**src/rtl/game_ctrl_fsm_if.sv**
```systemverilog
// Purpose: bundles the game sequencer's play-event inputs and status/strobe outputs.
// Ports (slave view, as seen by game_ctrl_fsm):
//   in : frame_tick, btn_start, brick_hit, ball_miss, max_score_reached
//   out: score_inc, score_clr, ball_reset, play_en, lives_left[1:0], win,
//        game_over, state[2:0]
interface game_ctrl_fsm_if;
    logic       frame_tick;
    logic       btn_start;
    logic       brick_hit;
    logic       ball_miss;
    logic       max_score_reached;
    logic       score_inc;
    logic       score_clr;
    logic       ball_reset;
    logic       play_en;
    logic [1:0] lives_left;
    logic       win;
    logic       game_over;
    logic [2:0] state;

    // Event source / status consumer side
    modport master (
        output frame_tick, btn_start, brick_hit, ball_miss, max_score_reached,
        input  score_inc, score_clr, ball_reset, play_en, lives_left, win,
               game_over, state
    );

    // Sequencer side
    modport slave (
        input  frame_tick, btn_start, brick_hit, ball_miss, max_score_reached,
        output score_inc, score_clr, ball_reset, play_en, lives_left, win,
               game_over, state
    );
endinterface

```
**src/rtl/game_ctrl_fsm.sv**
```systemverilog
// Purpose: top-level game sequencer. Converts play events into single-cycle
// score_inc/score_clr strobes for the score keeper and drives lives, serve and
// win/over status to the ball, paddle and overlay logic.
// Ports:
//   clk    system clock
//   reset  synchronous, active-high reset
//   bus    game_ctrl_fsm_if.slave (events in, strobes/status out; all registered)
// Parameters:
//   LIVES       balls per game, 1..3
//   OVER_TICKS  frames WIN/OVER is held before returning to IDLE, 1..255
module game_ctrl_fsm #(
    parameter int unsigned LIVES      = 3,
    parameter int unsigned OVER_TICKS = 120
) (
    input  logic              clk,
    input  logic              reset,
    game_ctrl_fsm_if.slave    bus
);
    localparam int unsigned LIVES_W = 2;
    localparam int unsigned HOLD_W  = 8;
    localparam logic [LIVES_W-1:0] LIVES_INIT = LIVES_W'(LIVES);
    localparam logic [HOLD_W-1:0]  HOLD_LAST  = HOLD_W'(OVER_TICKS - 1);

    typedef enum logic [2:0] {
        ST_IDLE  = 3'd0,
        ST_SERVE = 3'd1,
        ST_PLAY  = 3'd2,
        ST_WIN   = 3'd3,
        ST_OVER  = 3'd4
    } state_t;

    state_t              cur_state, nxt_state;
    logic [LIVES_W-1:0]  lives, nxt_lives;
    logic [HOLD_W-1:0]   hold_cnt, nxt_hold;
    logic                btn_start_d;
    logic                score_inc_r, nxt_inc;
    logic                score_clr_r, nxt_clr;
    logic                ball_reset_r, play_en_r, win_r, over_r;
    logic                start_edge;

    assign start_edge = bus.btn_start & ~btn_start_d;

    // State and registered outputs; button history resets high so a held
    // button never looks like a fresh press.
    always_ff @(posedge clk) begin
        if (reset) begin
            cur_state    <= ST_IDLE;
            lives        <= LIVES_INIT;
            hold_cnt     <= '0;
            btn_start_d  <= 1'b1;
            score_inc_r  <= 1'b0;
            score_clr_r  <= 1'b0;
            ball_reset_r <= 1'b1;
            play_en_r    <= 1'b0;
            win_r        <= 1'b0;
            over_r       <= 1'b0;
        end else begin
            cur_state    <= nxt_state;
            lives        <= nxt_lives;
            hold_cnt     <= nxt_hold;
            btn_start_d  <= bus.btn_start;
            score_inc_r  <= nxt_inc;
            score_clr_r  <= nxt_clr;
            ball_reset_r <= (nxt_state != ST_PLAY);
            play_en_r    <= (nxt_state == ST_PLAY);
            win_r        <= (nxt_state == ST_WIN);
            over_r       <= (nxt_state == ST_OVER);
        end
    end

    // Next-state and strobe decode
    always_comb begin
        nxt_state = cur_state;
        nxt_lives = lives;
        nxt_hold  = hold_cnt;
        nxt_inc   = 1'b0;
        nxt_clr   = 1'b0;
        unique case (cur_state)
            ST_IDLE: begin
                if (start_edge) begin
                    nxt_state = ST_SERVE;
                    nxt_clr   = 1'b1;
                    nxt_lives = LIVES_INIT;
                end
            end
            ST_SERVE: begin
                if (start_edge) begin
                    nxt_state = ST_PLAY;
                end
            end
            ST_PLAY: begin
                // Win beats miss beats hit; lower-priority events are dropped.
                if (bus.max_score_reached) begin
                    nxt_state = ST_WIN;
                    nxt_hold  = '0;
                end else if (bus.ball_miss) begin
                    if (lives <= LIVES_W'(1)) begin
                        nxt_lives = '0;
                        nxt_state = ST_OVER;
                        nxt_hold  = '0;
                    end else begin
                        nxt_lives = lives - LIVES_W'(1);
                        nxt_state = ST_SERVE;
                    end
                end else if (bus.brick_hit) begin
                    nxt_inc = 1'b1;
                end
            end
            ST_WIN, ST_OVER: begin
                if (bus.frame_tick) begin
                    if (hold_cnt == HOLD_LAST) begin
                        nxt_state = ST_IDLE;
                        nxt_hold  = '0;
                    end else begin
                        nxt_hold = hold_cnt + HOLD_W'(1);
                    end
                end
            end
            default: begin
                nxt_state = ST_IDLE;
            end
        endcase
    end

    assign bus.score_inc  = score_inc_r;
    assign bus.score_clr  = score_clr_r;
    assign bus.ball_reset = ball_reset_r;
    assign bus.play_en    = play_en_r;
    assign bus.lives_left = lives;
    assign bus.win        = win_r;
    assign bus.game_over  = over_r;
    assign bus.state      = cur_state;
endmodule
```
**src/flat_wrapper.sv**
```systemverilog
// flat-port wrapper written by rule: the top's interface ports become plain ports
module game_ctrl_fsm_flat 
#(
    parameter int unsigned LIVES      = 3,
    parameter int unsigned OVER_TICKS = 120
)
  (clk, reset, bus_frame_tick, bus_btn_start, bus_brick_hit, bus_ball_miss, bus_max_score_reached, bus_score_inc, bus_score_clr, bus_ball_reset, bus_play_en, bus_lives_left, bus_win, bus_game_over, bus_state);
  game_ctrl_fsm_if bus_i ();
  input  logic clk;
  input  logic reset;
  input wire logic [$bits(bus_i.frame_tick)-1:0] bus_frame_tick;
  input wire logic [$bits(bus_i.btn_start)-1:0] bus_btn_start;
  input wire logic [$bits(bus_i.brick_hit)-1:0] bus_brick_hit;
  input wire logic [$bits(bus_i.ball_miss)-1:0] bus_ball_miss;
  input wire logic [$bits(bus_i.max_score_reached)-1:0] bus_max_score_reached;
  output wire logic [$bits(bus_i.score_inc)-1:0] bus_score_inc;
  output wire logic [$bits(bus_i.score_clr)-1:0] bus_score_clr;
  output wire logic [$bits(bus_i.ball_reset)-1:0] bus_ball_reset;
  output wire logic [$bits(bus_i.play_en)-1:0] bus_play_en;
  output wire logic [$bits(bus_i.lives_left)-1:0] bus_lives_left;
  output wire logic [$bits(bus_i.win)-1:0] bus_win;
  output wire logic [$bits(bus_i.game_over)-1:0] bus_game_over;
  output wire logic [$bits(bus_i.state)-1:0] bus_state;
  assign bus_i.frame_tick = bus_frame_tick;
  assign bus_i.btn_start = bus_btn_start;
  assign bus_i.brick_hit = bus_brick_hit;
  assign bus_i.ball_miss = bus_ball_miss;
  assign bus_i.max_score_reached = bus_max_score_reached;
  assign bus_score_inc = bus_i.score_inc;
  assign bus_score_clr = bus_i.score_clr;
  assign bus_ball_reset = bus_i.ball_reset;
  assign bus_play_en = bus_i.play_en;
  assign bus_lives_left = bus_i.lives_left;
  assign bus_win = bus_i.win;
  assign bus_game_over = bus_i.game_over;
  assign bus_state = bus_i.state;
  game_ctrl_fsm #(.LIVES(LIVES), .OVER_TICKS(OVER_TICKS)) u_core (.clk(clk), .reset(reset), .bus(bus_i));
endmodule
```
**config.mk**
```make
export PLATFORM = sky130hd
export DESIGN_NAME = game_ctrl_fsm_flat
export DESIGN_NICKNAME = d
export VERILOG_FILES = /design/src/rtl/game_ctrl_fsm_if.sv /design/src/rtl/game_ctrl_fsm.sv /design/src/flat_wrapper.sv
export SDC_FILE = /design/constraint.sdc
export NUM_CORES = 1
export LEC_CHECK = 0
export BUFFER_PORTS_ARGS = -buffer_cell sky130_fd_sc_hd__buf_2
export CORE_AREA = 2 2 52 54
export CTS_CLUSTER_SIZE = 28
export DETAILED_ROUTE_END_ITERATION = 10
export DIE_AREA = 0 0 54 56
export GPL_TIMING_DRIVEN = 0
export PLACE_DENSITY = 0.7
export RECOVER_POWER = 50
export SLEW_MARGIN = 0
export SYNTH_ARGS = -nofsm -noshare
export SYNTH_HDL_FRONTEND = slang
export SYNTH_SLANG_ARGS = --single-unit
```
**constraint.sdc**
```tcl
create_clock -name clk -period 1.6 [get_ports clk]
set_input_delay 0 -clock clk [delete_from_list [all_inputs] [get_ports clk]]
set_output_delay 0 -clock clk [all_outputs]
set_load 0.05 [all_outputs]
```
==> metrics.cfg <==
[global_routing]
grt-ovfl-total=0
vias_in_the_first_global_route=764
pin_count_of_the_biggest_net_entering_global_routing=12
grt_first_pass_wirelength_um=3243
antenna_found_initial=0
overall_routing_resource_usage=0.1435

[cts]
tritoncts.num_buffers=3
cts-htree-levels=1
cts.root.buffer_cell=sky130_fd_sc_hd__clkbuf_4
clkLatencyLatePin_ns=0.30
cts.reportedPaths.clkPinSlew_ns=0.11
clock_sinks=20
cts.path.max_buffers=2
tritoncts_clock_tree=built

[layout]
nets=143
antennaDiodeCount=0
num-fill-cells=239
flow.area_growth_from_synthesis_pct=30.24
final_core_utilization=0.5118
final_layout_size_suffix_gt1_frac=0.3358

[floorplanning]
dieWidth_um=54
initial_utilization=0.3930
floorplan.rows=18
fp.dieArea_um2=3024
fp.dieH_um=56
core_area_um2=2432
design.portCount=18

[sta]
finalHoldViolCount=0
setup_viol=0
timing.slew.headroom=0.6019
finalCriticalPeriod_ns=1.531
clock_tree_skew_after_final_layout_ns=0.001969
finalMaxSlewViolations=0
clock.fmax_mhz=653.1
max_slew.worst_pin.slew_ns=0.5997
post-route-period-util=0.9569
tns_ns=0

[worst_setup_path]
crit_buf_inv=0
critical-path-max-stage-delay_ns=0.37
critical_path.cell_chain=ha_4, nand2_1, nor4_4, a311o_2, o21ai_2, or3_1
r2r-start=u_core.hold_cnt[1]
required_time_of_the_worst_setup_path_ns=1.79
critical_path.top_delay_family=simple AND/OR/NAND/NOR gates
worst_setup_path_start_kind=flop
crit_path_end_kind=flop
reg2regPathDepth=6
flop2flop_setup_slack_ns=0.07
worstPathMaxFanout=3
cpMaxStageDelayCell=sky130_fd_sc_hd__dfxtp_2
critical_path.reg2reg.endpoint=u_core.bus.ball_reset
arrival_ns=1.72
critPathKind=reg2reg
number_of_logic_stages_on_the_critical_path_including_buffering=6

[min_path]
timing.hold.worst.start=bus_frame_tick
min_path_cells=4
worstHoldPathType=in2reg
worstHoldEndpoint=u_core.bus.state[2]

[yosys]
synth_top_area_share=0.4188
mappedNetlistArea_um2=955.9
post_synth_fa_ha_maj_area_fraction=0.01309
synth-xor-area-share=0.05497
async_flop_share=0
post_synth_num_cell_types=37
synth_compound_gate_area_share=0.1715
synth_sequential_area_ratio=0.4188
yosysTopAreaCell=sky130_fd_sc_hd__dfxtp_1
post-synth-top-count-cell=sky130_fd_sc_hd__dfxtp_1
synth_warnings=0
yosys_register_bits=20
synth_area_leaders=sky130_fd_sc_hd__dfxtp_1, sky130_fd_sc_hd__xnor2_1, sky130_fd_sc_hd__a21oi_1
synth.cells.most_frequent=sky130_fd_sc_hd__dfxtp_1, sky130_fd_sc_hd__nor2_1, sky130_fd_sc_hd__a21oi_1, sky130_fd_sc_hd__nand2_1, sky130_fd_sc_hd__xnor2_1
synth.area.mux_share=0.02094
syn-num-nets=111
number_of_enable_type_register_cells_in_the_synthesized_netlist=0
dominant_combinational_cell_family_by_area_after_synthesis=simple AND/OR/NAND/NOR gates
syn_avg_cell_area_um2=9.281
simple_logic_cell_fraction_of_the_synthesized_area=0.2932
synthCells=103
synth_top_flop_cell=sky130_fd_sc_hd__dfxtp_1

[detailed_routing]
postRouteWirelength_um=2065
dr.pass1.iters=4
number_of_remaining_drc_errors=0
routed_wire_length_per_instance_um=12.59
drt_iter0_drc=18
final_antenna_net_count=0
via_per_inst=5.110
via_count=838

[placement]
place_hpwl_um=1405
place.port_buffers=17
final_weighted_congestion_in_routability_driven_placement=0.7464

[status]
outcome=completed

[power]
ir_drop_v=0.0005681
leakage_nw=0.4237
cell_pwr_density_nw_per_um2=712.4

[run]
cap_violations=0

-- routing by layer --
metal | wire length (um) | vias up | global-route usage | part of all wire
li1 | - | 423 | - | -
met1 | 843 | 388 | 0.1531 | 0.41
met2 | 1092 | 23 | 0.2613 | 0.53
met3 | 111 | 4 | 0.04839 | 0.054
met4 | 19 | 0 | 0.03214 | 0.0092
met5 | 0 | - | 0 | 0
-- cell usage in the layout, fill, tap and decap left out, drive strengths merged, types with 4 or more instances in the layout --
| master | n |
|---|---|
| a21oi | 10 |
| buf | 16 |
| clkbuf | 12 |
| dfxtp | 20 |
| dlygate4sd3 | 5 |
| nand2 | 10 |
| nand2b | 6 |
| nand3 | 4 |
| nor2 | 14 |
| xnor2 | 6 |
-- state kept, by name, indices dropped and copies added (netlist names) --
register,flops
u_core.hold_cnt,8
u_core.bus.play_en,1
u_core.bus.win,1
u_core.bus.score_inc,1
u_core.bus.lives_left,2
u_core.bus.state,3
u_core.bus.score_clr,1
u_core.bus.ball_reset,1
u_core.btn_start_d,1
u_core.bus.game_over,1
-- logic make-up after synthesis --
| logic type | count (synthesis) |
|---|---|
| AND/OR/NAND/NOR | 48 |
| AO/OA/AOI/OAI | 22 |
| flip-flops | 20 |
| XOR/XNOR | 6 |
| buffers and inverters | 4 |
| multiplexers | 2 |
| adder cells (fa/ha/maj) | 1 |
-- power by group --
part	switching [mW]	total, mW	internal, mW	leakage (nW)
combinational	0.0511	0.0870	0.0359	0.237
clock	0.155	0.294	0.139	0.0210
sequential	0.00336	0.506	0.503	0.165
total	0.209	0.887	0.678	0.424
-- layout make-up --
| cell class | count | area (um^2) | share of cell area |
|---|---|---|---|
| buffer | 2 | 18.77 | 0.01508 |
| multi-input combinational | 79 | 573.1 | 0.4603 |
| inverter | 2 | 7.507 | 0.006030 |
| clock buffer | 4 | 36.28 | 0.02915 |
| tap | 30 | 37.54 | 0.03015 |
| timing repair buffer | 27 | 162.7 | 0.1307 |
| sequential | 20 | 409.1 | 0.3286 |
-- what timing repair did --
item	in CTS	in global routing
endpoints found under the hold margin	6	0
resized for setup	4	7
gates cloned	0	0
setup endpoints to repair	1	8
pin swaps	2	4
buffers inserted	4	1
hold buffers	5	0
-- worst min-delay path, cell delays in order --
cell and delay (ns):
sky130_fd_sc_hd__buf_2 0.13, sky130_fd_sc_hd__nand2_1 0.06, sky130_fd_sc_hd__a21oi_1 0.07, sky130_fd_sc_hd__nor2_1 0.07
-- stage by stage --
step | worst slack (ns) | instances | power [mW] | instance area [um^2] | hold WS, ns
4_1_cts | 0.01084 | 163 | 0.8881 | 1214 | 0.05686
2_1_floorplan | -0.01168 | 103 | 0.5665 | 959.7 | 0.06907
3_3_place_gp | -0.04521 | 150 | 0.5887 | 1082 | 0.2140
3_5_place_dp | -0.08468 | 150 | 0.5903 | 1082 | 0.2258
5_1_grt | -0.02773 | 164 | 0.9291 | 1245 | 0.1037
6_report | 0.06890 | 164 | 0.8869 | 1245 | 0.06153
-- worst max-delay path by stage --
stage,start,to
floorplan,u_core.bus.state[1],u_core.bus.ball_reset
global route,u_core.hold_cnt[1],u_core.bus.ball_reset
global placement,u_core.hold_cnt[0],u_core.bus.ball_reset
detailed placement,u_core.hold_cnt[0],u_core.bus.ball_reset
CTS,u_core.hold_cnt[0],u_core.bus.ball_reset
finish,u_core.hold_cnt[1],u_core.bus.ball_reset
Note: power is estimated with default switching activity, not from simulation.
